==> src/rtl/syncfifo.sv <==
// syncfifo: single-clock FIFO, any depth, registered count and flags.
// Optional sticky overflow/underflow flags under SYNCFIFO_ERRFLAGS_EN.
`timescale 1ns/1ps
module syncfifo #(
    parameter int WIDTH         = 8,
    parameter int DEPTH         = 16,
    parameter int AFULL_THRESH  = DEPTH - 2,
    parameter int AEMPTY_THRESH = 2,
    localparam int CW           = $clog2(DEPTH + 1)
) (
    input  logic             clk,
    input  logic             rstn,
    input  logic             wr_en,
    input  logic [WIDTH-1:0] wr_data,
    input  logic             rd_en,
    output logic [WIDTH-1:0] rd_data,
    output logic             full,
    output logic             empty,
    output logic             almost_full,
    output logic             almost_empty,
    output logic [CW-1:0]    count,
    input  logic             err_clr,
    output logic             overflow,
    output logic             underflow
);

    localparam int PW = (DEPTH > 1) ? $clog2(DEPTH) : 1;
    localparam logic [PW-1:0] PTR_LAST = PW'(DEPTH - 1);
    localparam logic [CW-1:0] CNT_MAX  = CW'(DEPTH);
    localparam logic [CW-1:0] AF_LVL   = CW'(AFULL_THRESH);
    localparam logic [CW-1:0] AE_LVL   = CW'(AEMPTY_THRESH);

    logic [WIDTH-1:0] mem_q [DEPTH];

    logic [PW-1:0]    wr_ptr_q, wr_ptr_d;
    logic [PW-1:0]    rd_ptr_q, rd_ptr_d;
    logic [CW-1:0]    count_q, count_d;
    logic             full_q, full_d;
    logic             empty_q, empty_d;
    logic             afull_q, afull_d;
    logic             aempty_q, aempty_d;
    logic [WIDTH-1:0] rd_data_q, rd_data_d;

    logic wr_acc;
    logic rd_acc;

    // Gating by registered flags: no same-cycle write-to-read bypass.
    assign wr_acc = wr_en & ~full_q;
    assign rd_acc = rd_en & ~empty_q;

    always_comb begin
        wr_ptr_d = wr_ptr_q;
        if (wr_acc) begin
            wr_ptr_d = (wr_ptr_q == PTR_LAST) ? '0 : wr_ptr_q + 1'b1;
        end
    end

    always_comb begin
        rd_ptr_d = rd_ptr_q;
        if (rd_acc) begin
            rd_ptr_d = (rd_ptr_q == PTR_LAST) ? '0 : rd_ptr_q + 1'b1;
        end
    end

    always_comb begin
        count_d = count_q;
        unique case ({wr_acc, rd_acc})
            2'b10:   count_d = count_q + 1'b1;
            2'b01:   count_d = count_q - 1'b1;
            default: count_d = count_q;
        endcase
    end

    // Flags come from next-count so they always agree with count.
    always_comb begin
        full_d   = (count_d == CNT_MAX);
        empty_d  = (count_d == '0);
        afull_d  = (count_d >= AF_LVL);
        aempty_d = (count_d <= AE_LVL);
    end

    always_comb begin
        rd_data_d = rd_data_q;
        if (rd_acc) begin
            rd_data_d = mem_q[rd_ptr_q];
        end
    end

    always_ff @(posedge clk) begin
        if (wr_acc) begin
            mem_q[wr_ptr_q] <= wr_data;
        end
    end

    always_ff @(posedge clk or negedge rstn) begin
        if (!rstn) begin
            wr_ptr_q  <= '0;
            rd_ptr_q  <= '0;
            count_q   <= '0;
            full_q    <= 1'b0;
            empty_q   <= 1'b1;
            afull_q   <= 1'b0;
            aempty_q  <= 1'b1;
            rd_data_q <= '0;
        end else begin
            wr_ptr_q  <= wr_ptr_d;
            rd_ptr_q  <= rd_ptr_d;
            count_q   <= count_d;
            full_q    <= full_d;
            empty_q   <= empty_d;
            afull_q   <= afull_d;
            aempty_q  <= aempty_d;
            rd_data_q <= rd_data_d;
        end
    end

    assign rd_data      = rd_data_q;
    assign full         = full_q;
    assign empty        = empty_q;
    assign almost_full  = afull_q;
    assign almost_empty = aempty_q;
    assign count        = count_q;

`ifdef SYNCFIFO_ERRFLAGS_EN
    logic ovf_q, ovf_d;
    logic unf_q, unf_d;

    // A set event in the same cycle as err_clr keeps the flag high.
    always_comb begin
        ovf_d = (wr_en & full_q) | (ovf_q & ~err_clr);
        unf_d = (rd_en & empty_q) | (unf_q & ~err_clr);
    end

    always_ff @(posedge clk or negedge rstn) begin
        if (!rstn) begin
            ovf_q <= 1'b0;
            unf_q <= 1'b0;
        end else begin
            ovf_q <= ovf_d;
            unf_q <= unf_d;
        end
    end

    assign overflow  = ovf_q;
    assign underflow = unf_q;
`else
    logic unused_err_clr;
    assign unused_err_clr = err_clr;
    assign overflow       = 1'b0;
    assign underflow      = 1'b0;
`endif

endmodule

==> config.mk <==
export PLATFORM = sky130hd
export DESIGN_NAME = syncfifo
export DESIGN_NICKNAME = d
export VERILOG_FILES = /design/src/rtl/syncfifo.sv
export SDC_FILE = /design/constraint.sdc
export NUM_CORES = 1
export LEC_CHECK = 0
export CAP_MARGIN = 25
export CORE_MARGIN = 4
export CORE_UTILIZATION = 64
export CTS_BUF_LIST = sky130_fd_sc_hd__clkbuf_16
export CTS_CLUSTER_DIAMETER = 80
export CTS_CLUSTER_SIZE = 25
export DETAILED_ROUTE_END_ITERATION = 12
export PLACE_DENSITY = 0.84
export SLEW_MARGIN = 20
export SYNTH_ARGS = -nofsm -noshare
export SYNTH_HDL_FRONTEND = slang
export SYNTH_SLANG_ARGS = --single-unit
export TNS_END_PERCENT = 50
==> constraint.sdc <==
create_clock -name clk -period 4.1 [get_ports clk]
set_input_delay 0.82 -clock clk [delete_from_list [all_inputs] [get_ports clk]]
set_output_delay 0.82 -clock clk [all_outputs]
set_load 0.05 [all_outputs]
== Word level (Yosys, flattened, before mapping) ==
Memories as Yosys holds them, arrays and structs flattened. A register that Yosys moved wholly into a read port is not among the register bits.
Cells that the tools add are included.
Storage, ports and cells
  register bits after elaboration: 17
  bits in latches: 0
  memory bits (writable): 128
  ROM bits: 0
  bits of input ports: 13
  word-level logic and storage cells: 30
  memories: 1
Memory list
  mem_q: depth 16, bits a word 8, read ports 1, clocked after Yosys merged registers in 1, wr ports 1, line 33  | logic [WIDTH-1:0] mem_q [DEPTH];
Operators by class
  add/subtract/negate cells: 4
  multiply operators: 0
  divide/modulo/power cells: 0
  order comparisons: 2
  eq/ne operators: 5
  shift operators: 0
  multiplexer cells: 5
  bitwise logic cells: 4
  reductions and logical operators: 2
Operators with widths (number)
  case mux 5 bit (2 select lines): 1
  adder 4 x 1 -> 4 bit (second input constant): 2
  == test 4 bit (second input constant): 2
  2-to-1 mux 4 bit: 2
  adder 5 x 1 -> 5 bit (second input constant): 1
  == test 5 bit (second input constant): 1
  greater-or-equal comparator 5 x 4 -> 1 bit (second input constant): 1
  <= comparator 5 x 2 -> 1 bit (second input constant): 1
  logical NOT 5 bit: 1
  subtractor 5 x 1 -> 5 bit (second input constant): 1
  bitwise AND 1 bit: 2
  == test 2 x 1 -> 1 bit (second input constant): 1
  == test 2 bit (second input constant): 1
  2-to-1 mux 1 bit: 2
  NOT 1 bit: 2
  logical NOT 1 bit: 1

== Longest topological paths before layout ==
Gate-level depths: netlist of the first run.
  depth in word-level cells: 5
  gate-level depth with buffers: 10

== Least setup slack after synthesis of the first run ==
OpenSTA, ideal clock, no wires.
  path type: in2reg
  start point: input wr_en
  end point: register aempty_q, in the netlist almost_empty
  library setup time: 0.116 ns
  arrival: 2.728 ns
  data required time: 3.984 ns
  slack: 1.256 ns
  stages on the path: 10
  path buffers: 1
  cell sequence: nor2b_2 -> buf_2 -> nor2_1 -> xor2_1 -> ha_1 -> a21oi_1 -> a2111oi_2 -> a31oi_2 -> xnor2_2 -> a2111oi_1
Between the ends
  cells in the longest elaborated chain, start to end: 4
  elaborated cells on any way between the ends: 5
RTL lines
  start: declaration: line 13  | input logic wr_en,
  bitwise AND 1 bit (*): line 48  | assign wr_acc = wr_en & ~full_q;
  == test 2 x 1 -> 1 bit or == test 2 bit (tied branches): line 67  | unique case ({wr_acc, rd_acc})
  case mux 5 bit (2 select lines) (*): line 67
  named net count_d[4]: line 37  | logic [CW-1:0] count_q, count_d;
  <= comparator 5 x 2 -> 1 bit (*): line 79  | aempty_d = (count_d <= AE_LVL);
  named net aempty_d: line 41  | logic aempty_q, aempty_d;
  end signal: assignment: line 112  | aempty_q <= aempty_d;
  end: declaration: line 41
The timed path passes the listed nets; every way through them passes the cells marked *.
A chain may end at the register's enable or synchronous reset.

== Final worst setup path of the first run ==
Ends and elaborated chain as after synthesis.

==> impl_metrics.csv, run 1 <==
group,metric,value,unit
synth,ys_types,51,
floorplanning,die_h,107,um
synth,synth.cell_area,6310,um2
pwr,combPwrFrac,0.310,
drt,drtAntennaViolNets,0,
clock_tree,clock_tree.root_cell,"clkbuf_16",
hold_path,hp-class,"reg2reg",
drt,via_per_inst,6.42,
placed_design,dpl.hpwl,7.58,mm
run_status,status,"finished clean",
setup_path,critical_path_class,"in2reg",
synth,synth_area_leaders,"edfxtp_1 61%, dfrtp_1 9.1%, mux4_1 5.8%",
clock_tree,cts_hold_buf,0,
pwr,finalPower,5.51,mW
drt,wl_per_cell,23.7,um
sta,slew_headroom,0.433,
sta,clock-skew-final,8.54,ps
pwr,leakagePower,2.56,nW
synth,ys_seq_area_frac,0.709,
sta,setup_viol,0,
setup_path,critPathRequiredTime,4400,ps
synth,synth.most_common_cell,"edfxtp_1",
clock_tree,cts_buffers,17,
global_route,overflow,0,
floorplanning,die-area,11500,um2
sta,fmax,0.320,GHz
clock_tree,insertion_delay,410,ps
floorplanning,ioPinCount,32,
synth,synth_top_area_cell,"edfxtp_1",
placed_design,dp.cells,503,
pwr,peakVddDrop,0.588,mV
sta,worst_slew_pin_slew,850,ps
sta,slew_violations,0,
synth,synth_edf_count,128,
pwr,power.density,755,nW/um2
cells_and_area,fill_cells,507,
drt,drt-initial-drc-count,369,
cells_and_area,drive_gt1_frac,0.136,
setup_path,end_kind,"flop",
synth,postSynthAreaPerCell,17.4,um2
pwr,intPower,3.67,mW
synth,synth_top_area_share,0.609,
setup_path,worstPathArrival,3430,ps
pwr,p_sw,1.84,mW
sta,hold_slack,508,ps
placed_design,gp_congestion,0.905,
global_route,grt_antenna_before_repair,0,
sta,rsz0062_at_grt,"no",
sta,hold_viol_final,0,
cells_and_area,nNetsFinal,414,
clock_tree,cts_max_level,4,
floorplanning,die_w,107,um
drt,vias,3426,
drt,postRouteWirelength,12.7,mm
clock_tree,tritoncts,"done",
clock_tree,clk_pin_slew,60,ps
placed_design,numPortBuffers,28,
synth,syn_inst,362,
clock_tree,cts_resized,0,
clock_tree,postCtsSetupBuffers,0,
cells_and_area,syn_to_final_growth,15.5,%
drt,firstDrtPassIters,5,
floorplanning,core,9420,um2
synth,ys_ff_latch,153,
synth,synth_commonest_cells,"128 x edfxtp_1, 23 x dfrtp_1, 17 x nor2b_1, 16 x mux2i_1, 14 x mux4_1",
cells_and_area,diodes,0,
run,cap_viol_max_count,0,
sta,fin_crit,3130,ps
sta,tns,0,ps
pwr,clkPwrFrac,0.292,
global_route,grt_first_pass_wirelength,20.0,mm
setup_path,path_max_fanout,11,
sta,min_period_over_period,0.762,
drt,drc,0,
cells_and_area,seqCellArea,4470,um2
pwr,switching_share,0.334,
global_route,grt_pass1_vias,3393,
pwr,p_seq_frac,0.399,
synth,yosys_most_used_dff,"edfxtp_1",
synth,yosys_warnings,0,
floorplanning,rows,35,
cells_and_area,final_cells,534,
floorplanning,initial_utilization,0.670,
cells_and_area,multi_input_area,1680,um2
clock_tree,cts_buffer_depth,2,
global_route,grt_max_degree,52,
global_route,grt.total_usage,0.242,
setup_path,critPathLaunchType,"input pin",
clock_tree,cts.sinks,153,
synth,async_flop_share,0.163,
[kinds of logic (layout without fill, tap and decap cells)]
group	count (synthesis)	in the layout	share of synthesized area
DFF	153	153	0.709
adders and majority gates	7	7	0.0139
and+or+nand+nor	70	70	0.0640
other	1	2	0.000594
buffers and inverters	29	71	0.0258
muxes	41	41	0.107
AOI/OAI and AO/OA	53	53	0.0680
xor gates and xnor gates	8	8	0.0123
[final cells by class]
cell class / instances / area share
clock buffer: 17 / 0.0583
inverter: 8 / 0.00446
multi-input combinational: 181 / 0.230
clock inverter: 13 / 0.0247
sequential: 153 / 0.614
timing repair buffer: 33 / 0.0463
tap: 129 / 0.0221
[sequential cells by signal, summed over array words and instances, names as in the netlist]
| name | cells |
|---|---|
| mem_q | 128 |
| empty | 1 |
| almost_full | 1 |
| rd_data | 8 |
| count | 5 |
| almost_empty | 1 |
| rd_ptr_q | 4 |
| wr_ptr_q | 4 |
| full | 1 |
[stage by stage]
stage	area [um2]	util	setup slack (ps)
3_5_place_dp	6660	0.707	579
3_3_place_gp	6660	0.707	740
4_1_cts	7260	0.771	965
6_report	7290	0.774	975
5_1_grt	7290	0.774	771
2_1_floorplan	6310	-	1260
[power by group through the flow]
stage / clock network [mW] / registers, mW / logic (mW)
2_1_floorplan: 0 / 2.35 / 1.05
3_3_place_gp: 0 / 2.24 / 1.57
3_5_place_dp: 0 / 2.25 / 1.63
4_1_cts: 1.62 / 2.23 / 1.65
5_1_grt: 1.69 / 2.23 / 1.82
6_report: 1.61 / 2.19 / 1.71
[layer usage]
metal,wire length (um),global-route usage,share of wire,vias up
met2,6380,0.373,0.50,166
met5,0,0,0,-
met1,5110,0.334,0.40,1716
met3,865,0.0522,0.068,30
met4,308,0.113,0.024,0
li1,-,-,-,1514
[path summary, 6_finish.rpt]
| check | slack [ps] | cells after the start | end | startpoint |
|---|---|---|---|---|
| max | 970 | 10 | almost_empty$_DFF_PN1_ | wr_en |
| min | 510 | 1 | rd_data[4]$_DFFE_PN0P_ | rd_data[4]$_DFFE_PN0P_ |
| max reg2reg | 1450 | 9 | almost_empty$_DFF_PN1_ | full$_DFF_PN0_ |
| min reg2reg | 510 | 1 | rd_data[4]$_DFFE_PN0P_ | rd_data[4]$_DFFE_PN0P_ |
| max in group asynchronous | 3020 | 2 | empty$_DFF_PN1_ | rstn |
| min in group asynchronous | 780 | 2 | almost_full$_DFF_PN0_ | rstn |
[critical path: stages]
cell             delay [ps]
clkdlybuf4s50_1         450
nor2b_2                 390
nor2_1                  160
xor2_1                  210
ha_1                    250
a21oi_1                 100
a2111oi_2               380
a31oi_2                 100
xnor2_2                 200
a2111oi_1               370
[cell usage in the layout, fill, tap and decap left out, types with 3 or more instances in the layout]
cell type / synthesis / final
buf_4: 2 / 4
a221o_1: 8 / 8
nand2b_1: 3 / 3
clkinv_2: 0 / 3
edfxtp_1: 128 / 128
o21ai_0: 4 / 4
nor3_1: 3 / 3
clkbuf_16: 0 / 17
nor4_1: 9 / 9
xnor2_1: 5 / 5
nor2b_1: 17 / 17
mux4_1: 14 / 14
a2111oi_0: 8 / 8
nand2_1: 10 / 10
and3_1: 4 / 4
ha_1: 7 / 7
mux2_2: 9 / 9
clkdlybuf4s50_1: 0 / 28
inv_1: 6 / 7
dfrtp_1: 23 / 22
bufinv_16: 0 / 4
and2_1: 13 / 13
a22o_1: 8 / 8
nor2_1: 6 / 6
mux2i_1: 16 / 16
a211oi_1: 8 / 8
a21oi_1: 6 / 6
No activity file was read; power rests on OpenSTA's default activity.
==> run 2, diff against run 1 <==
CORE_UTILIZATION = 59   (was 64)
PLACE_DENSITY = 0.78   (was 0.84)
clock period = 3.1 ns   (was 4.1 ns; I/O delays follow)
==> impl_metrics.csv, run 2 (synthesis results as in run 1) <==
group,metric,value,unit
clock_tree,cts_max_level,4,
cells_and_area,seqCellArea,4470,um2
hold_path,hp-class,"reg2reg",
cells_and_area,nNetsFinal,418,
cells_and_area,fill_cells,644,
floorplanning,die_w,111,um
global_route,grt_max_degree,27,
pwr,combPwrFrac,0.332,
clock_tree,cts_resized,0,
global_route,grt_first_pass_wirelength,18.9,mm
cells_and_area,multi_input_area,1680,um2
placed_design,gp_congestion,0.795,
drt,vias,3312,
sta,setup_viol,0,
cells_and_area,top_register,"mem_q",
sta,hold_viol_final,0,
drt,wl_per_cell,22.0,um
cells_and_area,final_cell_mix,"128 x edfxtp_1, 28 x clkdlybuf4s50_1, 22 x dfrtp_1",
clock_tree,insertion_delay,420,ps
setup_path,critPathRequiredTime,3400,ps
clock_tree,tritoncts,"done",
cells_and_area,largest_reg_flops,128,
cells_and_area,syn_to_final_growth,14.8,%
pwr,p_seq_frac,0.404,
global_route,grt.total_usage,0.207,
drt,via_per_inst,6.05,
placed_design,dp.cells,515,
sta,fmax,0.379,GHz
setup_path,path_max_fanout,5,
clock_tree,clock_tree.root_cell,"clkbuf_16",
pwr,peakVddDrop,0.752,mV
run,cap_viol_max_count,0,
sta,rsz0062_at_grt,"no",
run_status,status,"finished clean",
pwr,p_sw,2.40,mW
clock_tree,cts.sinks,153,
global_route,grt_pass1_vias,3292,
sta,min_period_over_period,0.852,
sta,tns,0,ps
cells_and_area,mostFrequentLayoutCell,"edfxtp_1",
drt,drtAntennaViolNets,0,
setup_path,critical_path_class,"in2reg",
cells_and_area,diodes,0,
cells_and_area,drive_gt1_frac,0.144,
drt,firstDrtPassIters,4,
floorplanning,initial_utilization,0.609,
sta,hold_slack,518,ps
clock_tree,cts_buffers,17,
floorplanning,die_h,111,um
cells_and_area,final_cells,547,
floorplanning,core,10400,um2
floorplanning,ioPinCount,32,
sta,slew_headroom,0.594,
pwr,leakagePower,2.54,nW
global_route,overflow,0,
sta,worst_slew_pin_slew,607,ps
pwr,switching_share,0.343,
sta,slew_violations,0,
placed_design,numPortBuffers,28,
drt,postRouteWirelength,12.0,mm
global_route,grt_antenna_before_repair,0,
pwr,power.density,967,nW/um2
setup_path,worstPathArrival,2940,ps
setup_path,critPathLaunchType,"input pin",
sta,fin_crit,2640,ps
setup_path,end_kind,"flop",
floorplanning,die-area,12400,um2
drt,drc,0,
clock_tree,clk_pin_slew,60,ps
floorplanning,rows,37,
placed_design,dpl.hpwl,7.62,mm
pwr,intPower,4.60,mW
clock_tree,postCtsSetupBuffers,0,
sta,clock-skew-final,6.04,ps
clock_tree,cts_hold_buf,0,
clock_tree,cts_buffer_depth,2,
pwr,clkPwrFrac,0.264,
drt,drt-initial-drc-count,283,
run 2: final timing paths:
check	end	slack, ps	start	depth (start not counted)
min in group asynchronous	count[1]$_DFF_PN0_	560	rstn	2
worst min-delay path	rd_data[4]$_DFFE_PN0P_	520	rd_data[4]$_DFFE_PN0P_	1
worst max register to register	almost_empty$_DFF_PN1_	580	empty$_DFF_PN1_	8
worst max-delay path	almost_empty$_DFF_PN1_	460	wr_en	10
worst min register to register	rd_data[4]$_DFFE_PN0P_	520	rd_data[4]$_DFFE_PN0P_	1
max in group asynchronous	almost_empty$_DFF_PN1_	2240	rstn	2
run 2: area by class of cell:
| type | instances | share of cell area |
|---|---|---|
| flip-flops and latches | 153 | 0.618 |
| multi-input cells | 181 | 0.232 |
| clock buffers | 17 | 0.0587 |
| repair buffers | 37 | 0.0480 |
| well taps | 136 | 0.0235 |
| clock inverters | 15 | 0.0155 |
| inverters | 8 | 0.00449 |
run 2: critical path: stages:
cell             delay [ps]
clkdlybuf4s50_1         400
nor2b_2                 170
nor2_1                  190
xor2_1                  180
ha_1                    220
a21oi_1                  90
a2111oi_2               370
a31oi_2                  90
xnor2_2                 200
a2111oi_1               400
run 2: routing by layer:
metal  part of all wire  vias to the layer above  GRT usage
li1                   -                     1515          -
met1               0.43                     1668      0.281
met2               0.49                      106      0.321
met3              0.056                       23     0.0473
met4              0.025                        0      0.101
met5                  0                        -          0
run 2: power by group through the flow:
stage / clock [mW] / sequential, mW / combinational, mW
after floorplan: 0 / 3.11 / 1.39
after global placement: 0 / 2.85 / 2.26
after detailed placement: 0 / 2.86 / 2.32
after CTS: 1.87 / 2.83 / 2.34
after global routing: 1.98 / 2.87 / 2.50
final: 1.85 / 2.83 / 2.33
run 2: per-stage QoR:
stage	total power, mW	worst slack, ps	utilization	cell area, um2
finish	7.00	460	0.698	7240
global route	7.35	343	0.698	7240
CTS	7.04	478	0.698	7240
detailed placement	5.19	17.6	0.646	6700
global placement	5.10	172	0.646	6700
floorplan	4.50	456	-	6310
==> run 3, diff against run 2 <==
CAP_MARGIN = 20   (was 25)
CORE_MARGIN = 2   (was 4)
==> impl_metrics.csv, run 3 (synthesis results as in run 1) <==
group,metric,value,unit
clock_tree,insertion_delay,410,ps
sta,slew_headroom,0.456,
sta,slew_violations,0,
setup_path,worstPathArrival,2910,ps
drt,drt-initial-drc-count,264,
pwr,leakagePower,2.57,nW
global_route,grt_first_pass_wirelength,19.2,mm
sta,worst_slew_pin_slew,816,ps
drt,drtAntennaViolNets,0,
cells_and_area,seqCellArea,4470,um2
clock_tree,cts_resized,0,
run_status,status,"finished clean",
sta,fmax,0.383,GHz
setup_path,cp_cell_sequence,"clkdlybuf4s50_1 > nor2b_2 > nor2_1 > xor2_1 > ha_1 > a21oi_1 > a2111oi_2 > a31oi_2 > xnor2_2 > a2111oi_1",
sta,tns,0,ps
drt,vias,3378,
cells_and_area,final_cell_mix,"128 x edfxtp_1, 28 x clkdlybuf4s50_1, 22 x dfrtp_1",
sta,clock-skew-final,10.5,ps
setup_path,critPathLaunch,"wr_en",
drt,drc,0,
setup_path,critPathRequiredTime,3400,ps
cells_and_area,fill_cells,656,
setup_path,critPathLaunchType,"input pin",
clock_tree,tritoncts,"done",
floorplanning,die-area,11500,um2
setup_path,crit_family,"compound AO/OA/AOI/OAI gates",
pwr,p_sw,2.40,mW
cells_and_area,syn_to_final_growth,15.1,%
cells_and_area,drive_gt1_frac,0.131,
floorplanning,die_h,107,um
floorplanning,rows,37,
setup_path,crit_end,"almost_empty$_DFF_PN1_",
global_route,overflow,0,
clock_tree,cts_hold_buf,0,
clock_tree,cts_max_level,4,
cells_and_area,top_register,"mem_q",
placed_design,gp_congestion,0.828,
placed_design,numPortBuffers,28,
clock_tree,cts_buffer_depth,2,
placed_design,dpl.hpwl,7.76,mm
sta,fin_crit,2610,ps
floorplanning,initial_utilization,0.609,
pwr,clkPwrFrac,0.268,
run,cap_viol_max_count,0,
cells_and_area,diodes,0,
clock_tree,postCtsSetupBuffers,0,
pwr,power.density,975,nW/um2
setup_path,critPathBufInv,1,
setup_path,path_max_fanout,5,
drt,firstDrtPassIters,4,
setup_path,r2r_end,"almost_empty$_DFF_PN1_",
pwr,p_seq_frac,0.402,
global_route,grt.total_usage,0.235,
floorplanning,die_w,107,um
pwr,intPower,4.68,mW
clock_tree,cts.sinks,153,
cells_and_area,mostFrequentLayoutCell,"edfxtp_1",
setup_path,critical_path_class,"in2reg",
setup_path,cp.depth,10,
clock_tree,cts_buffers,17,
setup_path,r2r_slack,590,ps
global_route,grt_pass1_vias,3361,
setup_path,end_kind,"flop",
drt,wl_per_cell,22.5,um
sta,final.setup.worst_slack,490,ps
sta,rsz0062_at_grt,"no",
pwr,switching_share,0.339,
drt,postRouteWirelength,12.3,mm
setup_path,worst_r2r_path_depth,8,
sta,setup_viol,0,
placed_design,dp_worst_setup_slack,76.2,ps
global_route,grt_max_degree,34,
global_route,grt_antenna_before_repair,0,
hold_path,hp-class,"in2async",
sta,hold_viol_final,0,
cells_and_area,multi_input_area,1680,um2
floorplanning,ioPinCount,32,
floorplanning,core,10400,um2
cells_and_area,nNetsFinal,419,
clock_tree,clock_tree.root_cell,"clkbuf_16",
setup_path,slowest_delay,390,ps
pwr,peakVddDrop,0.748,mV
setup_path,crit_slowest_cell,"clkdlybuf4s50_1",
cells_and_area,largest_reg_flops,128,
setup_path,r2r-start,"empty$_DFF_PN1_",
pwr,combPwrFrac,0.330,
clock_tree,clk_pin_slew,60,ps
sta,min_period_over_period,0.842,
drt,via_per_inst,6.16,
-- run 3: area by class of cell --
cell class	instances	area share
flip-flops and latches	153	0.616
multi-input cells	181	0.231
clock buffers	17	0.0585
repair buffers	38	0.0499
well taps	136	0.0234
clock inverters	15	0.0169
inverters	8	0.00448
-- run 3: worst min path at each step --
stage	startpoint	to	slack [ps]	cells after the start
finish	rstn	count[3]$_DFF_PN0_	460	1
global route	rstn	count[3]$_DFF_PN0_	470	1
CTS	rd_data[2]$_DFFE_PN0P_	rd_data[2]$_DFFE_PN0P_	510	1
detailed placement	rd_data[2]$_DFFE_PN0P_	rd_data[2]$_DFFE_PN0P_	500	1
global placement	rd_data[0]$_DFFE_PN0P_	rd_data[0]$_DFFE_PN0P_	500	1
floorplan	rstn	almost_full$_DFF_PN0_	320	0
-- run 3: layer usage --
metal,part of all wire,GRT usage,vias up,routed length (um)
met3,0.058,0.0623,14,714
met2,0.50,0.366,137,6180
met5,0,0,-,0
met1,0.43,0.324,1706,5270
li1,-,-,1521,-
met4,0.015,0.0824,0,182
-- run 3: through the flow --
step	utilization	std cells	instance area (um2)	hold slack [ps]	total power [mW]
CTS	0.699	547	7250	514	7.12
detailed placement	0.646	515	6700	501	5.20
global placement	0.646	515	6700	502	5.13
global route	0.701	548	7270	474	7.39
finish	0.701	548	7270	462	7.08
floorplan	-	363	6310	324	4.50
-- run 3: power by group through the flow --
stage | clock network [mW] | registers (mW) | logic, mW
6_report | 1.89 | 2.85 | 2.34
5_1_grt | 2.01 | 2.89 | 2.49
4_1_cts | 1.92 | 2.85 | 2.35
3_5_place_dp | 0 | 2.88 | 2.32
3_3_place_gp | 0 | 2.87 | 2.26
2_1_floorplan | 0 | 3.11 | 1.39
